`config.mk`:
```
export PLATFORM = sky130hd
export DESIGN_NAME = muldiv_seq_flat
export DESIGN_NICKNAME = d
export VERILOG_FILES = /design/src/rtl/muldiv_seq_if.sv /design/src/rtl/muldiv_seq.sv /design/src/flat_wrapper.sv
export SDC_FILE = /design/constraint.sdc
export NUM_CORES = 1
export LEC_CHECK = 0
export ABC_AREA = 1
export BUFFER_PORTS_ARGS = -buffer_cell sky130_fd_sc_hd__buf_2
export CAP_MARGIN = 20
export CORE_ASPECT_RATIO = 2
export CORE_MARGIN = 4
export CORE_UTILIZATION = 41
export CTS_BUF_LIST = sky130_fd_sc_hd__clkbuf_8 sky130_fd_sc_hd__clkbuf_16
export DETAILED_ROUTE_END_ITERATION = 6
export GPL_TIMING_DRIVEN = 0
export PLACE_DENSITY = 0.59
export SETUP_SLACK_MARGIN = 0.15
export SYNTH_ARGS = -nofsm -noshare
export SYNTH_HDL_FRONTEND = slang
export SYNTH_SLANG_ARGS = --single-unit
export TNS_END_PERCENT = 50
```
`constraint.sdc`:
```
create_clock -name clk -period 6.8 [get_ports clk]
set_input_delay 0.34 -clock clk [delete_from_list [all_inputs] [get_ports clk]]
set_output_delay 0.34 -clock clk [all_outputs]
set_load 0.005 [all_outputs]
```
`src/rtl/muldiv_seq_if.sv`:
```
`default_nettype none
// ============================================================================
// Module      : muldiv_seq_if
// Description : Request/response bundle for the sequential 4-bit
//               multiplier/divider. The master issues start/op/a/b and
//               observes busy/done/result/div0; the slave is the engine.
// Revision    : 1.0 - initial release
// ============================================================================
interface muldiv_seq_if;
    logic       start;
    logic       op;
    logic [3:0] a;
    logic [3:0] b;
    logic       busy;
    logic       done;
    logic [7:0] result;
    logic       div0;

    modport master (output start, op, a, b, input busy, done, result, div0);
    modport slave  (input start, op, a, b, output busy, done, result, div0);
endinterface
`default_nettype wire

```
`src/rtl/muldiv_seq.sv`:
```
`default_nettype none
// ============================================================================
// Module      : muldiv_seq
// Description : Sequential 4-bit unsigned multiply (shift-add) and divide
//               (restoring) sharing a single 4-bit ripple adder/subtractor.
//               Fixed latency: 4 iteration cycles plus one DONE cycle.
// Revision    : 1.0 - initial release
// ============================================================================

// One full-adder cell of the shared ripple adder.
module muldiv_seq_fa (
    input  wire logic a_i,
    input  wire logic b_i,
    input  wire logic c_i,
    output logic      s_o,
    output logic      c_o
);
    assign s_o = a_i ^ b_i ^ c_i;
    assign c_o = (a_i & b_i) | (c_i & (a_i ^ b_i));
endmodule

module muldiv_seq (
    input  wire logic   clk,
    input  wire logic   rst,
    muldiv_seq_if.slave bus
);
    localparam logic [1:0] c_LAST_ITER = 2'd3;

    typedef enum logic [1:0] {
        S_IDLE = 2'd0,
        S_ITER = 2'd1,
        S_DONE = 2'd2
    } state_t;

    state_t     state_q, state_d;
    logic [1:0] cnt_q, cnt_d;
    logic       op_q, op_d;
    // hi: multiply accumulator / divide partial remainder
    // lo: multiplier shift register / dividend-quotient shift register
    // opnd: multiplicand / divisor
    logic [3:0] hi_q, hi_d;
    logic [3:0] lo_q, lo_d;
    logic [3:0] opnd_q, opnd_d;
    logic [7:0] result_q, result_d;
    logic       div0_q, div0_d;
    logic       busy_d, done_d;

    logic       w_sub;
    logic [3:0] w_add_a;
    logic [3:0] w_add_b;
    logic [3:0] w_sum;
    logic [4:0] w_carry;
    logic       w_no_borrow;
    logic [4:0] w_mul_acc;

    // Shared adder: divide subtracts (inverted B, carry-in 1); divide feeds
    // the partial remainder already shifted left by one.
    assign w_sub      = op_q;
    assign w_add_a    = op_q ? {hi_q[2:0], lo_q[3]} : hi_q;
    assign w_add_b    = opnd_q ^ {4{w_sub}};
    assign w_carry[0] = w_sub;

    for (genvar i = 0; i < 4; i++) begin : g_fa
        muldiv_seq_fa u_fa (
            .a_i (w_add_a[i]),
            .b_i (w_add_b[i]),
            .c_i (w_carry[i]),
            .s_o (w_sum[i]),
            .c_o (w_carry[i+1])
        );
    end

    // A bit shifted out of the remainder's MSB means the shifted value is
    // >= 16 > divisor, so the subtraction must succeed even without carry-out.
    assign w_no_borrow = w_carry[4] | hi_q[3];
    assign w_mul_acc   = lo_q[0] ? {w_carry[4], w_sum} : {1'b0, hi_q};

    // State and datapath registers with synchronous reset.
    always_ff @(posedge clk) begin
        if (rst) begin
            state_q  <= S_IDLE;
            cnt_q    <= 2'd0;
            op_q     <= 1'b0;
            hi_q     <= 4'd0;
            lo_q     <= 4'd0;
            opnd_q   <= 4'd0;
            result_q <= 8'h00;
            div0_q   <= 1'b0;
        end else begin
            state_q  <= state_d;
            cnt_q    <= cnt_d;
            op_q     <= op_d;
            hi_q     <= hi_d;
            lo_q     <= lo_d;
            opnd_q   <= opnd_d;
            result_q <= result_d;
            div0_q   <= div0_d;
        end
    end

    // FSM next state and status outputs decoded from the current state.
    always_comb begin
        state_d = state_q;
        busy_d  = 1'b0;
        done_d  = 1'b0;
        case (state_q)
            S_IDLE: begin
                if (bus.start) state_d = S_ITER;
            end
            S_ITER: begin
                busy_d = 1'b1;
                if (cnt_q == c_LAST_ITER) state_d = S_DONE;
            end
            S_DONE: begin
                done_d  = 1'b1;
                state_d = S_IDLE;
            end
            default: state_d = S_IDLE;
        endcase
    end

    // Operand capture, one iteration per ITER cycle, result load on the last.
    always_comb begin
        cnt_d    = cnt_q;
        op_d     = op_q;
        hi_d     = hi_q;
        lo_d     = lo_q;
        opnd_d   = opnd_q;
        result_d = result_q;
        div0_d   = div0_q;
        if (state_q == S_IDLE && bus.start) begin
            cnt_d  = 2'd0;
            op_d   = bus.op;
            hi_d   = 4'd0;
            lo_d   = bus.op ? bus.a : bus.b;
            opnd_d = bus.op ? bus.b : bus.a;
        end else if (state_q == S_ITER) begin
            cnt_d = cnt_q + 2'd1;
            if (op_q) begin
                hi_d = w_no_borrow ? w_sum : w_add_a;
                lo_d = {lo_q[2:0], w_no_borrow};
            end else begin
                hi_d = w_mul_acc[4:1];
                lo_d = {w_mul_acc[0], lo_q[3:1]};
            end
            if (cnt_q == c_LAST_ITER) begin
                result_d = {hi_d, lo_d};
                div0_d   = op_q & (opnd_q == 4'd0);
            end
        end
    end

    assign bus.busy   = busy_d;
    assign bus.done   = done_d;
    assign bus.result = result_q;
    assign bus.div0   = div0_q;
endmodule
`default_nettype wire

```
`src/flat_wrapper.sv`:
```
// flat-port wrapper written by rule: the top's interface ports become plain ports
module muldiv_seq_flat 
  (clk, rst, bus_start, bus_op, bus_a, bus_b, bus_busy, bus_done, bus_result, bus_div0);
  muldiv_seq_if bus_i ();
  input  wire logic clk;
  input  wire logic rst;
  input wire logic [$bits(bus_i.start)-1:0] bus_start;
  input wire logic [$bits(bus_i.op)-1:0] bus_op;
  input wire logic [$bits(bus_i.a)-1:0] bus_a;
  input wire logic [$bits(bus_i.b)-1:0] bus_b;
  output wire logic [$bits(bus_i.busy)-1:0] bus_busy;
  output wire logic [$bits(bus_i.done)-1:0] bus_done;
  output wire logic [$bits(bus_i.result)-1:0] bus_result;
  output wire logic [$bits(bus_i.div0)-1:0] bus_div0;
  assign bus_i.start = bus_start;
  assign bus_i.op = bus_op;
  assign bus_i.a = bus_a;
  assign bus_i.b = bus_b;
  assign bus_busy = bus_i.busy;
  assign bus_done = bus_i.done;
  assign bus_result = bus_i.result;
  assign bus_div0 = bus_i.div0;
  muldiv_seq u_core (.clk(clk), .rst(rst), .bus(bus_i));
endmodule
```
==> results of run 1 <==
## registers in the layout (all words and copies together) (netlist names)
name,count
u_core.bus.result,8
u_core.lo_q,4
u_core.hi_q,4
u_core.op_q,1
u_core.bus.div0,1
u_core.state_q,2
u_core.opnd_q,4
u_core.cnt_q,2
## placed cells by master, fill, tap and decap left out, types with 3 or more instances in the layout
master,Yosys,routed
nor2_1,12,12
nand3_1,12,12
clkbuf_8,0,3
a31oi_1,3,3
o211ai_1,4,4
buf_6,3,3
dfxtp_1,26,26
o21a_1,3,3
o21ai_0,21,21
a21oi_1,22,22
inv_1,22,22
buf_2,3,24
fa_1,3,3
nand2_1,49,49
## worst max-delay path by stage
stage	start	endpoint	slack (ns)	cells after the start
floorplan	u_core.op_q	u_core.bus.result[6]	4.36	16
global placement	u_core.op_q	u_core.bus.result[6]	4.09	16
detailed placement	u_core.op_q	u_core.lo_q[0]	4.07	16
CTS	u_core.op_q	u_core.lo_q[0]	4.04	16
global route	u_core.op_q	u_core.bus.result[5]	3.77	16
finish	u_core.op_q	u_core.lo_q[0]	4.06	16
## kinds of logic after synthesis
kind of cell | Yosys count | synth area share (%)
xor gates and xnor gates | 3 | 1.812
buffers and inverters | 34 | 11.30
and+or+nand+nor | 79 | 24.59
AOI/OAI and AO/OA | 56 | 21.40
DFF | 26 | 35.89
adders and majority gates | 4 | 5.004
## critical path, delay by kind of cell, from the launching register on
| kind | cells | cell delay, ns |
|---|---|---|
| adders and majority gates | 3 | 0.93 |
| and+or+nand+nor | 6 | 0.65 |
| buffers and inverters | 5 | 0.44 |
| AOI/OAI and AO/OA | 2 | 0.31 |
| DFF | 1 | 0.31 |
## layer usage
layer	vias up	share of wire, %
met1	610	39
met3	11	1.9
met5	-	0
met2	22	55
li1	712	-
met4	0	4.0
## through the flow
step | instance area, µm² | setup WS [ns] | power (W) | hold WS [ns]
final | 1687 | 4.063 | 0.0003749 | 0.3382
after global routing | 1687 | 3.769 | 0.0003959 | 0.3450
after CTS | 1687 | 4.044 | 0.0003795 | 0.3335
after detailed placement | 1615 | 4.067 | 0.0002501 | 0.4484
after global placement | 1615 | 4.092 | 0.0002493 | 0.4469
after floorplan | 1450 | 4.361 | 0.0002266 | 0.4091
## report_power, final
part           internal (W)  switching (W)
clock network     0.0000788      0.0000497
logic             0.0000304      0.0000487
registers          0.000160     0.00000731
## cell type report
class,instances,area [µm²]
inverter,26,100.1
multi-input combinational,142,765.7
tap,48,60.06
fill,387,1729
clock inverter,1,30.03
clock buffer,3,41.29
buffer,8,63.81
sequential,26,520.5
timing repair buffer,21,105.1
==> metrics.md, run 1 <==
| Metric | Value |
|---|---|
| Worst hold path type | `in2reg` |
| Wire per inst | `13.41 µm` |
| Vias in the first global route | `1,403` |
| Ant diodes | `0` |
| Post-synthesis sequential area ratio | `35.89%` |
| Die area | `0.004610 mm²` |
| Cell Count, Final, Fillers Out | `275` |
| R2R cell count | `16` |
| Worst Setup Start Kind | `flop` |
| Row count | `30` |
| Met2 usage | `32.10%` |
| Worst Hold Depth | `3` |
| Type of element capturing the critical path | `flop` |
| Synthesized area | `0.001450 mm²` |
| Top cell type's share of synthesized area | `35.89%` |
| Top-count cell post-synth | `nand2_1` |
| Number of port buffers | `21` |
| R2R Path End | `u_core.lo_q[0]` |
| Final Util | `49.38%` |
| Fin. Hold Viols | `0` |
| Met3 Use GR | `1.951%` |
| HPWL after DPL | `2948 µm` |
| Vias | `1,355` |
| # hold bufs at CTS | `0` |
| Core box area | `0.003416 mm²` |
| Post-synth top cells | `nand2_1 (49), dfxtp_1 (26), a21oi_1 (22), inv_1 (22), o21ai_0 (21)` |
| Run status | `complete, no violations` |
| CTS Buf Count | `3` |
| Starting Density | `42.45%` |
| Placer Congestion | `0.9158` |
| Max frequency | `365.4 MHz` |
| Yosys warns | `0` |
| Initial antenna violation count | `0` |
| HP Start | `bus_b[1]` |
| Leak pwr | `0.8018 nW` |
| Syn Area/Cell | `7.179 µm²` |
| CTS root buf | `clkbuf_8` |
| Max H-tree Level | `1` |
| Critical path's slowest cell | `fa_1` |
| Residual DRC | `0` |
| CTS max path bufs | `2` |
| Slew @ Worst Pin | `0.3695 ns` |
| Die width | `50.06 µm` |
| CP arrival | `2.91 ns` |
| Post-synth EDFFs | `0` |
| Clock sinks | `26` |
| Post CTS Setup Buffer Count | `0` |
| Synthesized flop and latch total | `26` |
| Hold Crit Endpoint | `u_core.opnd_q[1]` |
| DR iter-0 viols | `20` |
| Setup-failing EPs final | `0` |
| Placed Cells | `271` |
| Synth Instances | `202` |
| Global routing met1 resource utilization | `19.55%` |
| Drt first pass iters | `4` |
| Slew Limit Fails | `0` |
| Number of routed nets with antenna violations | `0` |
| Io pins | `23` |
| Minimum clock period | `2.737 ns` |
| Area grow syn2layout | `16.31%` |
| Reg2reg setup slack | `4.06 ns` |
| Share of layout cells above drive strength 1 | `18.06%` |
| Post-synth top area cell | `dfxtp_1` |
| Distinct cell type count of the synthesized netlist | `28` |
| Final Net Count | `244` |
| Clock skew | `0.008191 ns` |
| # resized after CTS | `0` |
| CTS tree | `yes` |
| Crit path max fanout | `10` |
| PwrDens | `222.3 mW/mm²` |
| Largest net degree at the start of global routing | `16` |
| Final TNS setup | `0 ns` |
| Clock slew at reported path FFs | `0.10 ns` |
| FFs w/ async S/R, synth | `0%` |
| Crit path cell chain | `buf_6 -> inv_4 -> buf_6 -> or2_1 -> nand2_1 -> fa_1 -> inv_1 -> fa_1 -> inv_1 -> fa_1 -> nor2_1 -> nand2_1 -> o21ai_0 -> nand2_1 -> a21oi_1 -> nor2_1` |
| Slew HR | `75.10%` |
| Mapped Nets | `218` |
| Total track usage | `17.86%` |
| Vias per cell | `4.927` |
| Crit path required time | `6.97 ns` |
| Dominant register cell in the synthesized netlist | `dfxtp_1` |
| Peak supply drop | `0.0001635 V` |
| CP peak stage delay | `0.39 ns` |
| Setup CP Type | `reg2reg` |
| Final wirelength | `3688 µm` |
| Area contributors post-synth | `dfxtp_1 (36%), nand2_1 (13%), a21oi_1 (7.6%)` |
| Fin crit share | `40.25%` |
| Die outline height | `92.11 µm` |
| First-pass GRT wire length | `6410 µm` |
| Skew-Pair Late Insertion Delay | `0.27 ns` |
| RR Startpoint | `u_core.op_q` |
| RSZ-0062 raised after global routing | `false` |
| Global route hottest layer | `met2` |
| Overflow left after global routing | `0` |
| Max-cap check violation count | `0` |
Power figures use the tool's default switching activity.
==> run 2, diff against run 1 <==
- clock period: 6.8 -> 2.9 ns (I/O delays scaled with it)
==> run 2 against run 1 <==
Clock-buffer cell count did not move. Global-route usage is essentially flat. Clock skew is essentially flat. Sequential power rose by 140%. Largest power group unchanged. Largest cell class unchanged. Die area is the same. First-iteration DRC count fell by 10%. Final cell count did not move. Register-to-register slack got worse by 3.8 ns. Critical endpoint unchanged. Non-clock buffer count is the same.
==> metrics.md, run 2 (synthesis gave the netlist of run 1 again) <==
| Metric | Value |
|---|---|
| Largest net degree at the start of global routing | `16 (unchanged)` |
| Io pins | `23 (unchanged)` |
| CP arrival | `2.82 ns (-0.09 ns)` |
| Vias per cell | `4.942 (+0.30%)` |
| Crit path max fanout | `10 (unchanged)` |
| Placer Congestion | `0.9158 (unchanged)` |
| Number of port buffers | `21 (unchanged)` |
| Slew HR | `79.98% (+4.9 points)` |
| Vias in the first global route | `1,400 (-0.21%)` |
| Fin crit share | `91.34% (+51 points)` |
| Setup WS pre-CTS | `0.1673 ns (-3.900 ns)` |
| Die area | `0.004610 mm² (unchanged)` |
| CTS root buf | `clkbuf_8` |
| Final wirelength | `3702 µm (+0.38%)` |
| Wire per inst | `13.46 µm (+0.38%)` |
| Slew Limit Fails | `0 (unchanged)` |
| Area grow syn2layout | `18.21%` |
| CTS tree | `yes` |
| Final TNS setup | `0 ns (unchanged)` |
| Initial antenna violation count | `0 (unchanged)` |
| Worst hold path type | `in2reg` |
| Vias | `1,359 (+0.30%)` |
| Peak supply drop | `0.0003969 V (+140%)` |
| Drt first pass iters | `4 (unchanged)` |
| Overflow left after global routing | `0 (unchanged)` |
| Worst Setup Start Kind | `flop` |
| Die outline height | `92.11 µm (unchanged)` |
| Fin. Hold Viols | `0 (unchanged)` |
| Most frequent cells in the layout | `nand2_1 (49), dfxtp_1 (26), buf_2 (24), inv_1 (22), a21oi_1 (20)` |
| HPWL after DPL | `2948 µm (unchanged)` |
| Starting Density | `42.45% (unchanged)` |
| Final worst slack | `0.2511 ns (-3.812 ns)` |
| Skew-Pair Late Insertion Delay | `0.27 ns (about the same)` |
| Number of routed nets with antenna violations | `0 (unchanged)` |
| Setup CP Type | `reg2reg` |
| RSZ-0062 raised after global routing | `true` |
| Final Net Count | `244 (unchanged)` |
| PwrDens | `519.7 mW/mm² (+130%)` |
| Clock slew at reported path FFs | `0.10 ns (about the same)` |
| CTS max path bufs | `2 (unchanged)` |
| Crit path required time | `3.07 ns (-3.90 ns)` |
| Run status | `complete, no violations` |
| Min Hold Slack | `0.1438 ns (-0.1944 ns)` |
| Max H-tree Level | `1 (unchanged)` |
| Clock sinks | `26 (unchanged)` |
| Leak pwr | `0.8080 nW (+0.77%)` |
| Minimum clock period | `2.649 ns (-0.08820 ns)` |
| Row count | `30 (unchanged)` |
| Die width | `50.06 µm (unchanged)` |
| Residual DRC | `0 (unchanged)` |
| Core box area | `0.003416 mm² (unchanged)` |
| Total track usage | `17.83% (-0.033 points)` |
| Setup-failing EPs final | `0 (unchanged)` |
| First-pass GRT wire length | `6396 µm (-0.22%)` |
| Share of layout cells above drive strength 1 | `21.15% (+3.1 points)` |
| Slew @ Worst Pin | `0.2972 ns (-0.07234 ns)` |
| Max FFs per register | `8 (unchanged)` |
| Max-cap check violation count | `0 (unchanged)` |
| CTS Buf Count | `3 (unchanged)` |
| Ant diodes | `0 (unchanged)` |
| Most common cell after layout, fill and taps aside | `nand2_1` |
| Total power | `0.0008909 W (+140%)` |
| Max frequency | `377.5 MHz (+3.3%)` |
| # hold bufs at CTS | `0 (unchanged)` |
| Type of element capturing the critical path | `flop` |
| Clock skew | `0.008182 ns (-0.000008660 ns)` |
| DR iter-0 viols | `18 (-10%)` |
## run 2: repair_timing
item	4_1_cts	5_1_grt
buffers inserted	0	0
cloned	0	0
endpoints found under the setup margin	1	10
gates resized for setup	1	9
pin swaps	0	2
## run 2: worst max-delay path, cell delays in order, from the launching register on
cell,delay [ns]
dfxtp_1,0.31
buf_6,0.13
inv_4,0.06
buf_6,0.13
or2_4,0.12
nand2_1,0.06
fa_1,0.39
inv_1,0.07
fa_1,0.16
inv_1,0.06
fa_2,0.39
nor2_4,0.13
nand2_1,0.09
o21ai_1,0.16
nand2_1,0.09
a21oi_1,0.14
nor2_1,0.06
## run 2: power breakdown
group | switching [W] | total [W] | internal [W]
Combinational | 0.000119 | 0.000196 | 0.0000771
Sequential | 0.0000177 | 0.000393 | 0.000375
Clock | 0.000117 | 0.000302 | 0.000185
Total | 0.000254 | 0.000891 | 0.000637
## run 2: metal layers
layer,global-route usage [%],up-vias,share of wire [%]
met3,1.951,10,1.6
met1,19.55,624,39
met4,9.700,0,3.8
li1,-,708,-
met5,0,-,0
met2,31.99,17,56
## run 2: layout make-up
class / instances / area, µm²
Fill cell: 383 / 1702
Multi-Input combinational cell: 142 / 793.3
Sequential cell: 26 / 520.5
Timing Repair Buffer: 21 / 105.1
Inverter: 26 / 100.1
Buffer: 8 / 63.81
Tap cell: 48 / 60.06
Clock buffer: 3 / 41.29
Clock inverter: 1 / 30.03
## run 2: per-stage QoR
step,cell area (µm²),utilization (%),std cells
floorplan,1450,-,202
global placement,1615,47.29,271
detailed placement,1615,47.29,271
CTS,1687,49.38,275
global route,1714,50.18,275
finish,1714,50.18,275
## run 2: worst paths after layout
| kind | start | to | slack, ns | depth (start not counted) |
|---|---|---|---|---|
| max | u_core.op_q | u_core.lo_q[0] | 0.25 | 16 |
| min reg2reg | u_core.bus.result[1] | u_core.bus.result[1] | 0.47 | 2 |
| max reg2reg | u_core.op_q | u_core.lo_q[0] | 0.25 | 16 |
| min | bus_b[1] | u_core.opnd_q[1] | 0.14 | 3 |
==> run 3, diff against run 2 <==
--- a/config.mk
+++ b/config.mk
@@ -9,11 +9,13 @@
 export BUFFER_PORTS_ARGS = -buffer_cell sky130_fd_sc_hd__buf_2
 export CAP_MARGIN = 20
+export CELL_PAD_IN_SITES_DETAIL_PLACEMENT = 1
+export CELL_PAD_IN_SITES_GLOBAL_PLACEMENT = 1
 export CORE_ASPECT_RATIO = 2
 export CORE_MARGIN = 4
-export CORE_UTILIZATION = 41
+export CORE_UTILIZATION = 40
 export CTS_BUF_LIST = sky130_fd_sc_hd__clkbuf_8 sky130_fd_sc_hd__clkbuf_16
 export DETAILED_ROUTE_END_ITERATION = 6
 export GPL_TIMING_DRIVEN = 0
-export PLACE_DENSITY = 0.59
+export PLACE_DENSITY = 0.76
 export SETUP_SLACK_MARGIN = 0.15
 export SYNTH_ARGS = -nofsm -noshare
==> constraint.sdc (replaced) <==
create_clock -name clk -period 2.9 [get_ports clk]
set_input_delay 0.29 -clock clk [delete_from_list [all_inputs] [get_ports clk]]
set_output_delay 0.29 -clock clk [all_outputs]
set_load 0.005 [all_outputs]
==> run 3 against run 2 <==
Utilization rose by 0.61 points. Via count rose by 8.2%. Sequential cell count did not move. Combinational power rose by 7%. Critical endpoint is now u_core.hi_q[3]. Maximum frequency rose by 0.82%. First-iteration DRC count rose to 2.6 times the previous value. Global-route usage rose by 1.6 points. Largest cell class unchanged.
==> metrics.md, run 3 (synthesis gave the netlist of run 1 again) <==
| Metric | Value |
|---|---|
| Total track usage | `19.41% (+1.6 points)` |
| Largest net degree at the start of global routing | `16 (unchanged)` |
| Skew-Pair Late Insertion Delay | `0.28 ns (about the same)` |
| Run status | `complete, no violations` |
| Slew HR | `77.95% (-2.0 points)` |
| Clock slew at reported path FFs | `0.10 ns (about the same)` |
| Wire per inst | `15.58 µm (+16%)` |
| Cell Count, Final, Fillers Out | `280 (+1.8%)` |
| Vias per cell | `5.250 (+6.2%)` |
| Storage element area | `520.5 µm² (unchanged)` |
| PwrDens | `519.4 mW/mm² (about the same)` |
| Number of port buffers | `21 (unchanged)` |
| Slew @ Worst Pin | `0.3273 ns (+0.03012 ns)` |
| Worst Setup Start Kind | `flop` |
| Residual DRC | `0 (unchanged)` |
| Number of routed nets with antenna violations | `0 (unchanged)` |
| Worst Hold Depth | `2 (-1)` |
| Share of layout cells above drive strength 1 | `22.84% (+1.7 points)` |
| Fillcell total | `482 (+26%)` |
| Crit path cell chain | `buf_6 -> inv_4 -> buf_6 -> or2_4 -> nand2_1 -> fa_1 -> inv_1 -> fa_1 -> inv_1 -> fa_2 -> nor2_4 -> nand2_1 -> o221ai_1 -> a21oi_1` |
| Internal power | `0.0006434 W (+1.0%)` |
| Most common cell after layout, fill and taps aside | `nand2_1` |
| Final Util | `50.80% (+0.61 points)` |
| Crit path required time | `3.06 ns (about the same)` |
| Max-cap check violation count | `0 (unchanged)` |
| Logic pwr share | `23.0% (+1.0 points)` |
| Area grow syn2layout | `20.97%` |
| Setup-failing EPs final | `0 (unchanged)` |
| Overflow left after global routing | `0 (unchanged)` |
| Starting Density | `41.99% (-0.46 points)` |
| Clock Power Share | `33.8% (about the same)` |
| Minimum clock period | `2.627 ns (-0.02153 ns)` |
| CTS tree | `yes` |
| Crit path max fanout | `6 (-4)` |
| Die width | `50.58 µm (+1.0%)` |
| Final Net Count | `249 (+2.0%)` |
| Worst Path Buf+Inv | `5 (unchanged)` |
| Initial antenna violation count | `0 (unchanged)` |
| Slew Limit Fails | `0 (unchanged)` |
| Max H-tree Level | `1 (unchanged)` |
| Max FFs per register | `8 (unchanged)` |
| Vias | `1,470 (+8.2%)` |
| Die area | `0.004711 mm² (+2.2%)` |
| Switching Power | `0.0002677 W (+5.4%)` |
| Final TNS setup | `0 ns (unchanged)` |
| Peak supply drop | `0.0003001 V (-24%)` |
| Vias in the first global route | `1,580 (+13%)` |
| Final wirelength | `4362 µm (+18%)` |
| Io pins | `23 (unchanged)` |
| Top delay family on crit path | `adder cells` |
| Critical path's slowest cell | `fa_2` |
| Leak pwr | `0.8331 nW (+3.1%)` |
| Drt first pass iters | `4 (unchanged)` |
| # hold bufs at CTS | `0 (unchanged)` |
| CTS Buf Count | `3 (unchanged)` |
| R2R cell count | `14 (-2)` |
| Setup CP Type | `reg2reg` |
| HPWL after DPL | `3506 µm (+19%)` |
| Row count | `30 (unchanged)` |
| Die outline height | `93.15 µm (+1.1%)` |
| Fin. Hold Viols | `0 (unchanged)` |
| Placed Cells | `271 (unchanged)` |
| Worst hold path type | `in2reg` |
| Reg2reg setup slack | `0.27 ns (+0.02 ns)` |
| Placer Congestion | `0.8519 (-7.0%)` |
| CP arrival | `2.79 ns (-0.03 ns)` |
| WP depth | `14 (-2)` |
| Core box area | `0.003453 mm² (+1.1%)` |
| DR iter-0 viols | `47 (+29)` |
| Clock skew | `0.01077 ns (+0.002583 ns)` |
| RSZ-0062 raised after global routing | `false` |
| CP peak stage delay | `0.40 ns (about the same)` |
| Ant diodes | `0 (unchanged)` |
| CTS root buf | `clkbuf_8` |
| Clock sinks | `26 (unchanged)` |
| Max frequency | `380.6 MHz (+0.82%)` |
| Sequential cell fraction of total power | `43.2% (-0.9 points)` |
| Type of element capturing the critical path | `flop` |
| CTS max path bufs | `2 (unchanged)` |
| Fin crit share | `90.60% (-0.74 points)` |
| Sw frac | `29.38% (+0.87 points)` |
| Footprint of the multi-input gates | `793.3 µm² (unchanged)` |
| First-pass GRT wire length | `6982 µm (+9.2%)` |
| Most frequent cells in the layout | `nand2_1 (49), dfxtp_1 (26), buf_2 (23), inv_1 (22), a21oi_1 (21)` |
-- run 3: power by group through the flow --
stage	logic, W	clock network, W	registers, W
6_report	0.000210	0.000308	0.000394
5_1_grt	0.000234	0.000322	0.000396
4_1_cts	0.000198	0.000311	0.000393
3_5_place_dp	0.000192	0	0.000401
3_3_place_gp	0.000184	0	0.000399
2_1_floorplan	0.000136	0	0.000395
-- run 3: cell type report --
| class | count | share of cell area [%] |
|---|---|---|
| multi-input combinational | 142 | 45.22 |
| sequential | 26 | 29.67 |
| timing repair buffer | 26 | 8.131 |
| inverter | 26 | 5.706 |
| buffer | 8 | 3.780 |
| tap | 48 | 3.424 |
| clock buffer | 3 | 2.354 |
| clock inverter | 1 | 1.712 |
-- run 3: per-layer routing --
layer | up-vias | GRT usage [%] | share of wire [%]
met3 | 10 | 2.073 | 1.6
met1 | 713 | 18.40 | 36
li1 | 723 | - | -
met5 | - | 0 | 0
met2 | 24 | 39.63 | 60
met4 | 0 | 7.865 | 2.7
-- run 3: worst register-to-register path, cell delays in order, from the launching register on --
cell and delay (ns):
dfxtp_1 0.32, buf_6 0.13, inv_4 0.07, buf_6 0.11, or2_4 0.12, nand2_1 0.07
fa_1 0.38, inv_1 0.08, fa_1 0.15, inv_1 0.06, fa_2 0.40, nor2_4 0.15
nand2_1 0.10, o221ai_1 0.28, a21oi_1 0.11
-- run 3: final timing paths --
| path | from | endpoint |
|---|---|---|
| max | u_core.op_q | u_core.hi_q[3] |
| max reg2reg | u_core.op_q | u_core.hi_q[3] |
| min | rst | u_core.lo_q[2] |
| min reg2reg | u_core.bus.div0 | u_core.bus.div0 |
-- run 3: stage by stage --
step	total power (W)	setup WS [ns]	hold WS, ns	instance area, µm²
2_1_floorplan	0.0005313	0.4605	0.3591	1450
3_3_place_gp	0.0005831	0.1677	0.4497	1615
3_5_place_dp	0.0005925	0.04137	0.4584	1615
4_1_cts	0.0009018	0.1043	0.2775	1697
5_1_grt	0.0009527	0.1457	0.2943	1754
6_report	0.0009112	0.2726	0.2818	1754
-- run 3: timing repair --
item,in CTS,in global routing
setup buffers,0,5
pin swaps,0,5
endpoints found under the setup margin,7,9
hold endpoints to repair,0,0
gates resized for setup,4,8
